$ cat config.mk
export PLATFORM = sky130hd
export DESIGN_NAME = irq_pending_unit
export DESIGN_NICKNAME = d
export VERILOG_FILES = /design/src/rtl/irq_pkg.sv /design/src/rtl/irq_prio_enc.sv /design/src/rtl/irq_pending_unit.sv
export SDC_FILE = /design/constraint.sdc
export NUM_CORES = 1
export LEC_CHECK = 0
export CAP_MARGIN = 20
export CORE_ASPECT_RATIO = 1.1
export CORE_MARGIN = 2
export CORE_UTILIZATION = 35
export DETAILED_ROUTE_END_ITERATION = 12
export GPL_TIMING_DRIVEN = 0
export SLEW_MARGIN = 20
export SYNTH_ARGS = -nofsm -noshare
export SYNTH_HDL_FRONTEND = slang
export SYNTH_SLANG_ARGS = --single-unit
$ cat constraint.sdc
create_clock -name clk -period 3.1 [get_ports clk]
set_input_delay 0.62 -clock clk [delete_from_list [all_inputs] [get_ports clk]]
set_output_delay 0.62 -clock clk [all_outputs]
set_load 0.01 [all_outputs]
$ cat src/rtl/irq_pkg.sv
// rtl/irq_pkg.sv - shared constants, FSM state type and source IDs for the interrupt pending unit
package irq_pkg;

    localparam int NUM_SRC = 11;
    localparam int ID_W    = 4;

    typedef enum logic [1:0] {
        IDLE = 2'd0,
        REQ  = 2'd1,
        SVC  = 2'd2
    } state_t;

    localparam logic [ID_W-1:0] IRQ_ID_TIMER   = 4'd0;
    localparam logic [ID_W-1:0] IRQ_ID_KEY0    = 4'd1;
    localparam logic [ID_W-1:0] IRQ_ID_KEY1    = 4'd2;
    localparam logic [ID_W-1:0] IRQ_ID_KEY2    = 4'd3;
    localparam logic [ID_W-1:0] IRQ_ID_KEY3    = 4'd4;
    localparam logic [ID_W-1:0] IRQ_ID_UART_RX = 4'd5;
    localparam logic [ID_W-1:0] IRQ_ID_UART_TX = 4'd6;
    localparam logic [ID_W-1:0] IRQ_ID_GPIO    = 4'd7;
    localparam logic [ID_W-1:0] IRQ_ID_DMA     = 4'd8;
    localparam logic [ID_W-1:0] IRQ_ID_SPI     = 4'd9;
    localparam logic [ID_W-1:0] IRQ_ID_SW      = 4'd10;

endpackage

$ cat src/rtl/irq_prio_enc.sv
// rtl/irq_prio_enc.sv - lowest-index-wins priority encoder with valid flag
module irq_prio_enc #(
    parameter int NUM_SRC = 11,
    parameter int ID_W    = 4
) (
    input  logic [NUM_SRC-1:0] req,
    output logic [ID_W-1:0]    id,
    output logic               valid
);

    // Scan downwards so the lowest set index is the last one written.
    always_comb begin
        id    = '0;
        valid = 1'b0;
        for (int i = NUM_SRC - 1; i >= 0; i--) begin
            if (req[i]) begin
                id    = ID_W'(i);
                valid = 1'b1;
            end
        end
    end

endmodule

$ cat src/rtl/irq_pending_unit.sv
// rtl/irq_pending_unit.sv - sticky pending capture, priority select and req/ack/eret handshake
// Optional level-sensitive sources via macro IRQ_LEVEL_EN (adds parameter LEVEL_MASK).
module irq_pending_unit #(
    parameter int NUM_SRC = irq_pkg::NUM_SRC,
    parameter int ID_W    = irq_pkg::ID_W
`ifdef IRQ_LEVEL_EN
    , parameter logic [NUM_SRC-1:0] LEVEL_MASK = '0
`endif
) (
    input  logic               clk,
    input  logic               rst_n,
    input  logic [NUM_SRC-1:0] irq_src,
    input  logic [NUM_SRC-1:0] irq_en,
    input  logic               gie,
    input  logic               irq_ack,
    input  logic               irq_eret,
    output logic [NUM_SRC-1:0] pend_masked,
    output logic               irq_req,
    output logic [ID_W-1:0]    irq_id,
    output logic               in_service,
    output logic [ID_W-1:0]    svc_id
);
    import irq_pkg::*;

`ifdef IRQ_LEVEL_EN
    localparam logic [NUM_SRC-1:0] LVL = LEVEL_MASK;
`else
    localparam logic [NUM_SRC-1:0] LVL = '0;
`endif

    state_t             state;
    logic [NUM_SRC-1:0] pending;
    logic [NUM_SRC-1:0] src_q;
    logic [NUM_SRC-1:0] rise;
    logic [NUM_SRC-1:0] id_onehot;
    logic [NUM_SRC-1:0] clr;
    logic [NUM_SRC-1:0] pending_next;
    logic [ID_W-1:0]    sel_id;
    logic               sel_valid;
    logic               en_sel;

    assign rise        = irq_src & ~src_q;
    assign pend_masked = pending & irq_en;

    irq_prio_enc #(
        .NUM_SRC (NUM_SRC),
        .ID_W    (ID_W)
    ) u_prio_enc (
        .req   (pend_masked),
        .id    (sel_id),
        .valid (sel_valid)
    );

    always_comb begin
        id_onehot = '0;
        for (int i = 0; i < NUM_SRC; i++) begin
            id_onehot[i] = (irq_id == ID_W'(i));
        end
    end

    assign en_sel = |(irq_en & id_onehot);
    assign clr    = (state == REQ && irq_ack) ? (id_onehot & ~LVL) : '0;

    // A new edge in the same cycle as the clearing ack keeps the bit set.
    assign pending_next = (LVL & irq_src) | (~LVL & ((pending & ~clr) | rise));

    always_ff @(posedge clk or negedge rst_n) begin
        if (!rst_n) begin
            pending    <= '0;
            src_q      <= '0;
            state      <= IDLE;
            irq_req    <= 1'b0;
            irq_id     <= '0;
            in_service <= 1'b0;
            svc_id     <= '0;
        end else begin
            src_q   <= irq_src;
            pending <= pending_next;
            case (state)
                IDLE: begin
                    if (gie && sel_valid) begin
                        irq_id  <= sel_id;
                        irq_req <= 1'b1;
                        state   <= REQ;
                    end
                end
                REQ: begin
                    if (irq_ack) begin
                        svc_id     <= irq_id;
                        irq_req    <= 1'b0;
                        in_service <= 1'b1;
                        state      <= SVC;
                    end else if (!gie || !en_sel) begin
                        irq_req <= 1'b0;
                        state   <= IDLE;
                    end
                end
                SVC: begin
                    if (irq_eret) begin
                        in_service <= 1'b0;
                        state      <= IDLE;
                    end
                end
                default: begin
                    irq_req    <= 1'b0;
                    in_service <= 1'b0;
                    state      <= IDLE;
                end
            endcase
        end
    end

endmodule

# Yosys cells after proc, flatten, opt, wreduce, memory -nomap -nowiden
# Index checks and enable logic that the tools add are counted.
# totals
reg_bits	34
input_bits	27
output_inout_bits	21
word_cells	80
# classes
n_eq_ne	16
muxes	35
bitwise_logic	9
n_reduce_logical	13
# op_table
cell	count
$and A11 B11 Y11	4
$mux W4	11
$not A11 Y11	2
$eq A4 B3 Y1 const B	4
$mux W1	16
$eq A4 B4 Y1 const B	3
$mux W11	1
$or A11 B11 Y11	1
$reduce_or A11 Y1	1
$reduce_and A3 Y1	3
$eq A4 B2 Y1 const B	2
$mux W2	4
$ne A2 B2 Y1 const B	3
$pmux W1 S3	2
$pmux W2 S3	1
$eq A4 B1 Y1 const B	1
$logic_not A4 Y1	1
$reduce_and A2 Y1	2
$ne A3 B2 Y1 const B	1
$eq A2 B1 Y1 const B	1
$eq A2 B2 Y1 const B	1
$logic_and A1 B1 Y1	2
$logic_not A1 Y1	2
$logic_not A2 Y1	1
2 further kinds	3

# Logic depth before layout (Yosys ltp)
# Gate-level depths: netlist (run 1).
# logic_depth
ltp_word	15
depth_mapped	6
ltp_nobuf	5

# Hierarchy
# A second synthesis (run 1) with hierarchy kept.
# unflattened
cells_unflattened	143
area_unflattened_um2	1562.7
# by_module_without_submodules
module	instances	cells_per_inst	area_each_um2	seq_area_each_um2
irq_pending_unit	1	124	1450.1	850.8
irq_prio_enc	1	19	112.6	0.0

# Worst setup path after synthesis (run 1)
# Ideal clock, no wire load.
# synth_path
path_kind	input -> register
startpoint	input port irq_en[7]
endpoint	register irq_id[1]
setup_time_ps	121
t_arrival_ps	1619
required_ps	2979
path_slack_ps	1360
path_stages	5
n_path_buf	0
cell_sequence	a22oi_1 > nand4_2 > o31ai_4 > a21oi_1 > a22o_1
# synth_via
elab_chain_len	11
word_cells_on_any_way	19
cone_classes	16 x mux; 1 x bitwise; 2 x reduce/logical
# synth_lines
item	line_no	source
from (decl)	irq_pending_unit.sv:13	input logic [NUM_SRC-1:0] irq_en,
$and A11 B11 Y11 (*)	irq_pending_unit.sv:43	assign pend_masked = pending & irq_en;
$mux W1 (8 in series)	irq_prio_enc.sv:16	if (req[i]) begin
$logic_and A1 B1 Y1	irq_pending_unit.sv:81	if (gie && sel_valid) begin
$reduce_and A2 Y1 (no source line)	--	
to (signal assigned)	irq_pending_unit.sv:82	irq_id <= sel_id;
to (decl)	irq_pending_unit.sv:19	output logic [ID_W-1:0] irq_id,
# Mark *: on every way between the ends. The rest lies on a longest branch, timed or not.
# A chain may end at the register's enable or synchronous reset.

# Worst setup path after layout (run 1)
# layout_path
startpoint	input port irq_en[1]
endpoint	output port pend_masked[1]
# layout_via
elab_chain_len	1
# layout_lines
item	line_no	source
$and A11 B11 Y11	irq_pending_unit.sv:43	
to (decl)	irq_pending_unit.sv:17	output logic [NUM_SRC-1:0] pend_masked,
# Every way passes these cells.

==> flow_summary.yaml, run 1 <==
status:
  outcome: "completed"
sta:
  worstMarginPinSlew_ns: 0.595
  finalCriticalPeriod_ns: 2.50
  setup_tns_ns: 0
  fin_ws_ns: 0.596
  finalSetupViolations: 0
  period_share_pct: 80.8
  rsz0062_at_grt: "no"
  fin_hold_ws_ns: 0.274
  fin_skew_ns: 0.00514
  max_freq_mhz: 399
  slew_violations: 0
  slew-limit-headroom_pct: 60.3
  hold_viol_final: 0
clocking:
  numCtsBuffers: 5
  clkSinkCount: 34
  insertion_delay_ns: 0.28
  clockRootBuffer: "clkbuf_8"
  path_clk_slew_ns: 0.06
  cts_setup_buffers: 0
  clk_path_buf_depth: 2
  cts_hold_buf: 0
  tritoncts: "done"
  cts.repair.resized: 0
  htree_levels: 2
placed_design:
  place_congestion: 0.845
  place_area_um2: 2130
  place_hpwl_um: 2950
  pre_cts_slack_ns: 0.598
  place.port_buffers: 47
  dpl.cell_count: 255
critical_path:
  cp-start-kind: "primary input"
  crit_arrival_ns: 1.88
  critPathBufInv: 2
  end_kind: "output pin"
  worstPathMaxFanout: 3
  crit_start: "irq_en[1]"
  r2r_start: "pending[7]$_DFF_PN0_"
  worstSetupPathType: "in -> out"
  crit_slowest_cell: "clkdlybuf4s50_1"
  crit_family: "buffers and inverters"
  crit_chain: "clkdlybuf4s50_1 > and2_1 > clkdlybuf4s50_1"
  worstReg2RegEnd: "irq_id[1]$_DFFE_PN0P_"
  endpoint: "pend_masked[1]"
  crit_path_frequent_cell: "clkdlybuf4s50_1"
  crit_cells: 3
  worst_path_largest_cell_delay_ns: 0.55
  r2r_slack_ns: 1.37
  crit_required_ns: 2.48
  ff2ff_path_depth: 5
pwr:
  peakVddDrop_mv: 0.262
  power.switching_fraction_pct: 31.5
  clkPwrFrac_pct: 24.8
  total_power_mw: 1.57
  p_comb_share_pct: 37.3
  internal_power_mw: 1.08
  power_density_nw_per_um2: 703
  p_leak_nw: 0.966
  p_seq_share_pct: 37.9
  switchingPower_mw: 0.495
global_route:
  grt_max_degree: 19
  antenna_found_initial: 0
  grt_pass1_wl_um: 6130
  overflow: 0
  grt_pass1_vias: 1351
  grt_usage_pct: 16.9
final_layout:
  final_cells: 263
  drive_gt1_share_pct: 12.0
  syn_to_final_growth_pct: 42.6
  fillers: 397
  final_util_pct: 51.7
  multi_input_area_um2: 614
  final_cell_mix: "46 x clkdlybuf4s50_1, 34 x dfrtp_1, 27 x o21ai_0"
  n_antenna_cell: 0
  fin_area_um2: 2230
  mostFrequentLayoutCell: "clkdlybuf4s50_1"
  regArea_um2: 851
  layout.nets: 235
logic_synthesis:
  syn-mean-instance-area_um2: 10.2
  syn_inst: 153
  netlist.area_leader.share_pct: 54.3
  netlist_area_um2: 1570
  yosys_warnings: 0
  yosysSeqAreaShare_pct: 54.3
  ys_seq_elements: 34
  synth.net_count: 180
  ys_types: 35
  synth_top_cell_by_area: "dfrtp_1"
  synth.area.top_cells: "dfrtp_1 54%, o21ai_0 8.6%, inv_1 4.8%"
routing:
  via_per_inst: 4.87
  wl_met1_um: 1580
  drc_errors: 0
  wire_per_inst_um: 13.9
  route.vias.total: 1282
  met2WireLength_um: 1810
  ant_nets: 0
  wl_met3_um: 195
  top_layer: "met4"
  drtIter0Drc: 34
  drt_first_pass_iters: 4
  drt_wl_total_um: 3670
floorplan:
  die_x_um: 67.8
  io_pins: 48
  die-height_um: 74.2
  start_util_pct: 36.3
  die_area_um2: 5030
  num_rows: 25
  core_region_area_um2: 4320
min_path:
  hold_class: "in -> async"
run:
  maxCapViolCount: 0
[power by group through the flow]
stage                     logic [mW]  clock network (mW)  registers [mW]
after floorplan                0.293                   0           0.621
after global placement         0.579                   0           0.600
after detailed placement       0.591                   0           0.603
after CTS                      0.592               0.398           0.596
after global routing           0.648               0.424           0.609
final                          0.586               0.390           0.595
[cell families (layout without fill, tap and decap cells)]
logic type | Yosys count | count (layout) | share of synthesized area, %
muxes | 6 | 6 | 4.07
DFF | 34 | 34 | 54.3
and+or+nand+nor | 42 | 42 | 14.8
AOI/OAI and AO/OA | 47 | 47 | 20.4
buffers and inverters | 24 | 80 | 6.47
[worst register-to-register path, cell delays in order (launching register included)]
cell	delay [ns]
dfrtp_1	0.38
a22oi_1	0.33
nand4_2	0.20
o31ai_4	0.44
a21oi_1	0.08
a22o_1	0.19
[state kept, by name, indices dropped and copies added, names as in the netlist]
register and flops:
svc_id 4, in_service 1, src_q 11, pending 11, state 2, irq_req 1
irq_id 4
[cell type report]
| cell class | instances | area share [%] |
|---|---|---|
| plain buffers | 4 | 1.18 |
| clock buffers | 7 | 3.42 |
| clock inverters | 1 | 1.34 |
| inverters | 20 | 3.36 |
| multi-input cells | 95 | 27.5 |
| flip-flops and latches | 34 | 38.1 |
| well taps | 54 | 3.03 |
| repair buffers | 48 | 22.1 |
[Yosys cell counts]
library cell and n:
a211oi_1 1, a21bo_1 1, a21oi_1 4, a22o_1 2, a22oi_1 2, a22oi_2 3
a2bb2oi_2 1, and2_1 6, buf_2 3, buf_6 1, dfrtp_1 34, inv_1 20
mux2_2 3, mux2i_1 3, nand2_1 17, nand2b_1 2, nand3_1 2, nand3b_1 1
nand3b_2 1, nand4_1 1, nand4_2 1, nor2_1 3, nor3_1 2, nor3b_1 1
nor4bb_1 1, o21ai_0 27, o21bai_1 1, o22ai_1 2, o31ai_1 1, o31ai_2 1
o31ai_4 1, or2_1 1, or3_2 1, or3b_1 1, or3b_2 1
[how the worst min path moves through the flow]
stage                     depth (start not counted)  slack (ns)                 from                endpoint
after floorplan                                   0        0.32                rst_n  in_service$_DFFE_PN0P_
after global placement                            1        0.40   src_q[5]$_DFF_PN0_    pending[5]$_DFF_PN0_
after detailed placement                          1        0.41  src_q[10]$_DFF_PN0_   pending[10]$_DFF_PN0_
after CTS                                         1        0.29                rst_n    pending[9]$_DFF_PN0_
after global routing                              1        0.29                rst_n      src_q[9]$_DFF_PN0_
final                                             1        0.27                rst_n   svc_id[0]$_DFFE_PN0P_
[metal layers]
layer  GRT usage (%)  up-vias
li1                -      634
met1            20.2      605
met5               0        -
met2            27.8       36
met3            5.30        7
met4            7.56        0
Power figures use the tool's default switching activity.
==> inputs of run 2 (changes only) <==
- PLACE_DENSITY: default -> 0.65
- clock period: 3.1 -> 2.2 ns (I/O delays scaled with it)
==> flow_summary.yaml, run 2 (synthesis gave the netlist of run 1 again) <==
clocking:
  numCtsBuffers: 5
  htree_levels: 2
  insertion_delay_ns: 0.28
  cts_setup_buffers: 0
  cts.repair.resized: 0
  clkSinkCount: 34
  cts_hold_buf: 0
  path_clk_slew_ns: 0.06
  clk_path_buf_depth: 2
  tritoncts: "done"
  clockRootBuffer: "clkbuf_8"
critical_path:
  r2r_slack_ns: 0.49
  r2r_start: "irq_id[1]$_DFFE_PN0P_"
  worst_path_largest_cell_delay_ns: 0.56
  worstReg2RegEnd: "irq_req$_DFFE_PN0P_"
  worstSetupPathType: "in -> out"
  ff2ff_path_depth: 6
  cp-start-kind: "primary input"
  worstPathMaxFanout: 2
  end_kind: "output pin"
  crit_required_ns: 1.76
  critPathBufInv: 3
  crit_path_frequent_cell: "clkdlybuf4s50_1"
  crit_slowest_cell: "clkdlybuf4s50_1"
  crit_chain: "clkdlybuf4s50_1 > nand2_1 > inv_1 > clkdlybuf4s50_1"
  crit_arrival_ns: 1.70
  crit_family: "buffers and inverters"
floorplan:
  io_pins: 48
  core_region_area_um2: 4320
  die_x_um: 67.8
  die-height_um: 74.2
  die_area_um2: 5030
  start_util_pct: 36.3
  num_rows: 25
pwr:
  power_density_nw_per_um2: 955
  total_power_mw: 2.11
  p_leak_nw: 0.960
  peakVddDrop_mv: 0.396
placed_design:
  place_congestion: 0.790
  place.port_buffers: 47
  place_area_um2: 2130
  place_hpwl_um: 2820
routing:
  drtIter0Drc: 70
  ant_nets: 0
  via_per_inst: 4.89
  drt_wl_total_um: 3580
  drc_errors: 0
  drt_first_pass_iters: 4
  wire_per_inst_um: 13.7
  route.vias.total: 1277
sta:
  rsz0062_at_grt: "no"
  finalCriticalPeriod_ns: 2.14
  worstMarginPinSlew_ns: 0.568
  period_share_pct: 97.3
  hold_viol_final: 0
  finalSetupViolations: 0
  slew-limit-headroom_pct: 62.0
  slew_violations: 0
  fin_hold_ws_ns: 0.0604
  max_freq_mhz: 467
  fin_skew_ns: 0.00514
final_layout:
  fin_area_um2: 2210
  final_cell_mix: "46 x clkdlybuf4s50_1, 34 x dfrtp_1, 27 x o21ai_0"
  reg.largest.list: "pending (11), src_q (11)"
  drive_gt1_share_pct: 12.6
  syn_to_final_growth_pct: 41.2
  final_util_pct: 51.2
  mostFrequentLayoutCell: "clkdlybuf4s50_1"
  layout.nets: 235
  n_antenna_cell: 0
global_route:
  grt_pass1_wl_um: 6100
  overflow: 0
  antenna_found_initial: 0
  grt_max_degree: 22
  grt_pass1_vias: 1253
  grt_usage_pct: 16.6
run:
  maxCapViolCount: 0
min_path:
  hold_class: "in -> async"
status:
  outcome: "completed"
## run 2: cell types whose count changed in the layout (fill, tap and decap cells not counted), sizes merged
| cell | delta |
|---|---|
| bufinv | -1 |
| clkbuf | -1 |
## run 2: cell type report
type,instances,area (um2)
Timing Repair Buffer,48,493
Sequential cell,34,851
Tap cell,54,67.6
Fill cell,426,2100
Clock buffer,6,82.6
Inverter,20,75.1
Buffer,4,26.3
Multi-Input combinational cell,95,617
## run 2: worst max-delay path by stage
stage / from / to / slack [ns] / cells after the start
after floorplan: irq_en[7] / irq_id[1]$_DFFE_PN0P_ / 0.64 / 5
after global placement: irq_en[7] / irq_id[1]$_DFFE_PN0P_ / 0.01 / 6
after detailed placement: irq_en[7] / irq_id[1]$_DFFE_PN0P_ / -0.01 / 6
after CTS: irq_en[1] / pend_masked[1] / 0.03 / 3
after global routing: irq_en[10] / pend_masked[10] / 0.0002 / 4
final: irq_en[10] / pend_masked[10] / 0.06 / 4
## run 2: where the power goes
part | switching (mW) | internal, mW
combinational | 0.406 | 0.425
clock | 0.202 | 0.241
sequential | 0.0840 | 0.754
total | 0.693 | 1.42
## run 2: layer usage
layer	track usage, %	vias up	part of all wire (%)
li1	-	636	-
met1	21.3	597	43
met2	26.0	40	50
met3	4.84	4	5.5
met4	7.33	0	1.8
met5	0	-	0
## run 2: per-stage QoR
stage          instances  setup slack [ns]  TNS (ns)
2_1_floorplan        153             0.640         0
3_3_place_gp         254            0.0113         0
3_5_place_dp         255           -0.0135   -0.0243
4_1_cts              261            0.0305         0
5_1_grt              261          0.000240         0
6_report             261            0.0599         0
